--- src/rtl/prg_loader.sv ---
// PRG file loader: strips the 2-byte load-address header and streams the
// remaining file bytes into memory through a single-entry request register.
// Once the download ends it can write the BASIC end pointers, so a
// loaded program can be RUN straight away.
module prg_loader #(
    parameter int unsigned INJECT_EN = 1
) (
    input  logic        clk_sys_i,
    input  logic        reset_n_i,
    input  logic        dl_active_i,
    input  logic        dl_wr_i,
    input  logic [15:0] dl_addr_i,
    input  logic [7:0]  dl_data_i,
    output logic        wr_req_o,
    output logic [15:0] wr_addr_o,
    output logic [7:0]  wr_data_o,
    output logic        wr_int_o,
    input  logic        wr_ack_i,
    output logic        busy_o,
    output logic        done_o,
    output logic        err_o
);

    typedef enum logic [2:0] {
        StIdle,
        StLoad,
        StDrain,
        StInject,
        StFin
    } state_e;

    state_e      state_q, state_d;
    logic [15:0] ptr_q, ptr_d;
    logic [1:0]  hdr_q, hdr_d;     // bit0: low header byte seen, bit1: high byte seen
    logic        err_q, err_d;
    logic        req_q, req_d;
    logic [15:0] addr_q, addr_d;
    logic [7:0]  data_q, data_d;
    logic        int_q, int_d;
    logic [2:0]  idx_q, idx_d;     // index of the pointer write being issued
    logic        ack_fire;
    logic        done;

    // Internal block RAM windows: 0000-03FF, 1000-1FFF, 9400-97FF.
    function automatic logic is_int(input logic [15:0] a);
        return (a[15:10] == 6'b000000) || (a[15:12] == 4'b0001) || (a[15:10] == 6'b100101);
    endfunction

    // BASIC end-pointer locations, written low byte first in pairs.
    function automatic logic [15:0] inj_addr(input logic [2:0] idx);
        logic [15:0] a;
        a = 16'h0000;
        unique case (idx)
            3'd0: a = 16'h002D;
            3'd1: a = 16'h002E;
            3'd2: a = 16'h002F;
            3'd3: a = 16'h0030;
            3'd4: a = 16'h0031;
            3'd5: a = 16'h0032;
            3'd6: a = 16'h00AE;
            3'd7: a = 16'h00AF;
        endcase
        return a;
    endfunction

    // Acks only count while a request is actually outstanding.
    assign ack_fire = wr_ack_i & req_q;

    // Next-state logic for the load sequence and the request register.
    always_comb begin
        state_d = state_q;
        ptr_d   = ptr_q;
        hdr_d   = hdr_q;
        err_d   = err_q;
        req_d   = req_q;
        addr_d  = addr_q;
        data_d  = data_q;
        int_d   = int_q;
        idx_d   = idx_q;
        done    = 1'b0;

        if (ack_fire) begin
            req_d = 1'b0;
        end

        case (state_q)
            StIdle: begin
                if (dl_active_i) begin
                    state_d = StLoad;
                    ptr_d   = 16'h0000;
                    hdr_d   = 2'b00;
                    err_d   = 1'b0;
                end
            end
            StLoad: begin
                if (dl_wr_i) begin
                    if (dl_addr_i == 16'd0) begin
                        ptr_d[7:0] = dl_data_i;
                        hdr_d[0]   = 1'b1;
                    end else if (dl_addr_i == 16'd1) begin
                        ptr_d[15:8] = dl_data_i;
                        hdr_d[1]    = 1'b1;
                    end else if (!req_q || ack_fire) begin
                        // Slot free (or freeing this cycle): take the byte.
                        req_d  = 1'b1;
                        addr_d = ptr_q;
                        data_d = dl_data_i;
                        int_d  = is_int(ptr_q);
                        ptr_d  = ptr_q + 16'd1;
                    end else begin
                        // Memory still busy with the previous byte: drop it.
                        err_d = 1'b1;
                    end
                end
                if (!dl_active_i) begin
                    state_d = StDrain;
                end
            end
            StDrain: begin
                if (dl_wr_i) begin
                    err_d = 1'b1;
                end
                if (!req_q) begin
                    if ((hdr_q == 2'b11) && (INJECT_EN != 0)) begin
                        state_d = StInject;
                        idx_d   = 3'd0;
                    end else begin
                        state_d = StFin;
                        if (hdr_q != 2'b11) begin
                            err_d = 1'b1;
                        end
                    end
                end
            end
            StInject: begin
                if (dl_wr_i) begin
                    err_d = 1'b1;
                end
                if (!req_q) begin
                    req_d  = 1'b1;
                    addr_d = inj_addr(idx_q);
                    data_d = idx_q[0] ? ptr_q[15:8] : ptr_q[7:0];
                    int_d  = 1'b1;
                end else if (ack_fire) begin
                    if (idx_q == 3'd7) begin
                        state_d = StFin;
                    end else begin
                        idx_d = idx_q + 3'd1;
                    end
                end
            end
            StFin: begin
                if (dl_wr_i) begin
                    err_d = 1'b1;
                end
                done    = 1'b1;
                state_d = StIdle;
            end
            default: begin
                state_d = StIdle;
            end
        endcase
    end

    // State and request registers; reset abandons any pending request.
    always_ff @(posedge clk_sys_i or negedge reset_n_i) begin
        if (!reset_n_i) begin
            state_q <= StIdle;
            ptr_q   <= 16'h0000;
            hdr_q   <= 2'b00;
            err_q   <= 1'b0;
            req_q   <= 1'b0;
            addr_q  <= 16'h0000;
            data_q  <= 8'h00;
            int_q   <= 1'b0;
            idx_q   <= 3'd0;
        end else begin
            state_q <= state_d;
            ptr_q   <= ptr_d;
            hdr_q   <= hdr_d;
            err_q   <= err_d;
            req_q   <= req_d;
            addr_q  <= addr_d;
            data_q  <= data_d;
            int_q   <= int_d;
            idx_q   <= idx_d;
        end
    end

    // Outputs come straight from registers or the decoded state.
    always_comb begin
        wr_req_o  = req_q;
        wr_addr_o = addr_q;
        wr_data_o = data_q;
        wr_int_o  = int_q;
        busy_o    = (state_q != StIdle);
        done_o    = done;
        err_o     = err_q;
    end

endmodule

--- config.mk ---
export PLATFORM = sky130hd
export DESIGN_NAME = prg_loader
export DESIGN_NICKNAME = d
export VERILOG_FILES = /design/src/rtl/prg_loader.sv
export SDC_FILE = /design/constraint.sdc
export NUM_CORES = 1
export LEC_CHECK = 0
export CORE_ASPECT_RATIO = 0.8
export CORE_MARGIN = 8
export CORE_UTILIZATION = 48
export DETAILED_ROUTE_END_ITERATION = 8
export PLACE_DENSITY = 0.75
export SLEW_MARGIN = 0
export SYNTH_ARGS = -nofsm -noshare
export SYNTH_HDL_FRONTEND = slang
export SYNTH_SLANG_ARGS = --single-unit
export TNS_END_PERCENT = 10
--- constraint.sdc ---
create_clock -name clk_sys_i -period 1.7 [get_ports clk_sys_i]
set_input_delay 0.17 -clock clk_sys_i [delete_from_list [all_inputs] [get_ports clk_sys_i]]
set_output_delay 0.17 -clock clk_sys_i [all_outputs]
set_load 0.02 [all_outputs]
==> summary.txt, run 1 <==
Detailed routing
  – DRT Pass-1 Iters: 6
  – Antenna-violating nets left: 0
  – Vias/cell: 6.41
  – WL per Instance: 21.3 um
  – # DRC: 0
  – Vias: 3,795
  – Drt initial violations: 444
  – Total Wirelength: 12,600 um

Floorplanning
  – Core Region: 0.00672 mm^2
  – Initial core utilization: 48.4%
  – Chip width: 108 um
  – Cell Rows: 27
  – I/O Pins: 58
  – DIE HEIGHT: 89.6 um
  – Die area: 0.00968 mm^2

Logic synthesis
  – Mapped Area: 0.00325 mm^2
  – Count of flip-flops with a built-in enable after synthesis: 0
  – Netlist cell types: 62
  – Async set or reset register ratio after synthesis: 100%
  – Mapped Cells: 368
  – Register bit total from synthesis: 51
  – Post-synth top flop: dfrtp_1
  – Syn_nets: 401
  – Post-synthesis sequential area ratio: 39.3%
  – Mean Syn Cell Area: 8.83 um^2
  – Syn. warnings: 0

GRT
  – Grt ovf: 0
  – Via count of the first global-routing pass: 3,647
  – GRT Resource Usage Total: 24.5%
  – Global-route wire length before repair: 18,700 um
  – Largest net degree at the start of global routing: 52
  – Antenna violations before repair: 0

Worst setup path
  – Crit Path Class: register to register
  – Crit Path Max Fanout: 4
  – Critical Path RT: 1.89 ns
  – Critical Path End Type: register
  – Crit path arrival time: 2.06 ns
  – Crit path launch type: register

Timing
  – Final hold vios: 0
  – Minimum clock period: 1.87 ns
  – Minimum hold slack: 0.397 ns
  – Post-route setup slack: -0.173 ns
  – Slew headroom: 76.1%
  – FMAX: 534 MHz
  – Final setup fails: 36
  – Worst slew pin tran: 0.356 ns
  – Fin. max-slew vios: 0
  – Max Clock Skew: 0.00501 ns
  – RSZ-0062 raised after global routing: yes
  – Tcrit/Tclk final: 110%

Clock network
  – CTS tree: built
  – Clock Latency Late Sink: 0.31 ns
  – CTS clock-pin slew for the worst setup and hold paths: 0.10 ns
  – CTS max path bufs: 2
  – Clock sinks: 51
  – Htree depth: 2
  – Root buffer cell: clkbuf_8
  – CTS buffer count: 5

Pwr
  – PwrDens: 1340 mW/mm^2
  – Leak Pwr: 2.09 nW
  – VDD IR max: 0.863 mV

Final layout
  – Nets: 538
  – ANT cells: 0
  – Fraction of layout cells with a size suffix above 1: 37.6%
  – Finished Core Util: 77.7%
  – Commonest cells after routing, fill and taps aside: 75 x buf_4, 50 x clkdlybuf4s50_1, 49 x dfrtp_1, 30 x a21oi_1, 28 x nand2_1
  – Commonest non-fill, non-tap cell in the layout: buf_4
  – Synthesis-to-finish area growth: 60.7%

Worst hold path
  – Min-delay worst type: input port to async pin

Place
  – Dpl hpwl: 7920 um
  – Number of I/O port buffers: 57
  – RePlAce Congestion: 0.913

Outcome
  – Status: finished with violations
  – Violated checks: setup timing

Job
  – Max-Cap Viols: 0
## power breakdown
part / internal [mW] / switching, mW
Sequential: 1.49 / 0.211
Clock: 0.329 / 0.434
Combinational: 2.16 / 2.39
Total: 3.98 / 3.04
## sequential cells by signal, summed over array words and instances, names as in the netlist
| signal | flops |
|---|---|
| idx_q | 3 |
| wr_data_o | 8 |
| err_o | 1 |
| wr_addr_o | 16 |
| wr_req_o | 1 |
| wr_int_o | 1 |
| state_q | 3 |
| ptr_q | 16 |
| hdr_q | 2 |
## worst paths after layout
path / start / endpoint / slack, ns / depth (start not counted)
max: ptr_q[1] / ptr_q[15] / -0.17 / 6
min: reset_n_i / wr_addr_o[12] / 0.40 / 3
max reg2reg: ptr_q[1] / ptr_q[15] / -0.17 / 6
min reg2reg: wr_addr_o[0] / wr_addr_o[0] / 0.49 / 2
max in group asynchronous: reset_n_i / state_q[2] / 1.03 / 3
min in group clk_sys_i: wr_addr_o[0] / wr_addr_o[0] / 0.49 / 2
## kinds of logic (layout without fill, tap and decap cells)
group	after synthesis	in the layout	synth area share [%]
adder cells (fa/ha/maj)	4	4	1.54
flip-flops	51	51	39.3
multiplexers	14	14	4.43
AO/OA/AOI/OAI	125	125	25.1
AND/OR/NAND/NOR	135	135	24.1
buffers and inverters	39	176	5.50
## worst max-delay path, stage by stage (launching register included)
cell and delay [ns]:
dfrtp_1 0.43, buf_4 0.17, and4_1 0.24, and4_2 0.32, nand4_1 0.12, a221oi_1 0.40, a211oi_2 0.08
## Yosys cell counts (3+ instances only)
cell | instances | share of area, %
dfrtp_1 | 51 | 39
nand2_1 | 43 | 5.0
a21oi_1 | 34 | 5.2
o21ai_0 | 29 | 4.5
nor2_1 | 25 | 2.9
inv_1 | 16 | 1.8
a211oi_1 | 12 | 2.8
mux2i_1 | 11 | 3.4
nand3_1 | 11 | 1.7
clkbuf_1 | 10 | 1.2
o31ai_1 | 9 | 2.1
buf_2 | 8 | 1.2
nor3_1 | 8 | 1.2
o22ai_1 | 7 | 1.3
nand4_1 | 6 | 1.2
and3_1 | 5 | 0.96
and4_1 | 5 | 1.3
nand2b_1 | 5 | 0.96
a221oi_1 | 4 | 1.1
a31oi_1 | 4 | 0.77
ha_1 | 4 | 1.5
o211ai_1 | 4 | 0.92
nor4_1 | 3 | 0.58
nor4_4 | 3 | 2.0
o221ai_1 | 3 | 0.81
## what timing repair did
action                                  CTS  global route
hold endpoints to repair                 51             0
pin swaps                                11            15
endpoints found under the setup margin   45            49
setup buffers                            12             5
resized for setup                        51            71
cloned                                    3             3
hold buffers                              1             0
## final cells by class
class / count / area, um^2
Clock inverter: 1 / 8.76
Inverter: 16 / 60.1
Fill cell: 429 / 1500
Sequential cell: 51 / 1280
Tap cell: 87 / 109
Timing Repair Buffer: 153 / 1510
Clock buffer: 6 / 82.6
Multi-Input combinational cell: 278 / 2180
## layer usage
| layer | up-vias | wire length (um) | track usage (%) |
|---|---|---|---|
| met2 | 260 | 5890 | 39.7 |
| met3 | 42 | 1280 | 5.21 |
| met4 | 0 | 371 | 9.92 |
| met5 | - | 0 | 0 |
| li1 | 1645 | - | - |
| met1 | 1848 | 5100 | 31.2 |
## per-stage QoR
stage | instances | cell area [um^2] | setup slack, ns | setup TNS, ns | power, mW
5_1_grt | 592 | 5230 | -0.174 | -4.52 | 7.31
6_report | 592 | 5230 | -0.173 | -1.82 | 7.01
3_5_place_dp | 561 | 4430 | -0.414 | -14.53 | 4.78
4_1_cts | 584 | 4880 | -0.0573 | -0.744 | 6.19
3_3_place_gp | 561 | 4430 | -0.321 | -12.64 | 4.68
2_1_floorplan | 368 | 3260 | -0.0801 | -0.168 | 3.40
Note: power is estimated with default switching activity, not from simulation.
==> run 2: changes to the inputs <==
--- a/config.mk
+++ b/config.mk
@@ -5,6 +5,7 @@
 export SDC_FILE = /design/constraint.sdc
 export NUM_CORES = 1
 export LEC_CHECK = 0
+export ABC_CLOCK_PERIOD_IN_PS = 1700
 export CORE_ASPECT_RATIO = 0.8
 export CORE_MARGIN = 8
 export CORE_UTILIZATION = 48
==> results of run 2 <==
No change in the layout: final DEF, timing and power equal those of run 1.
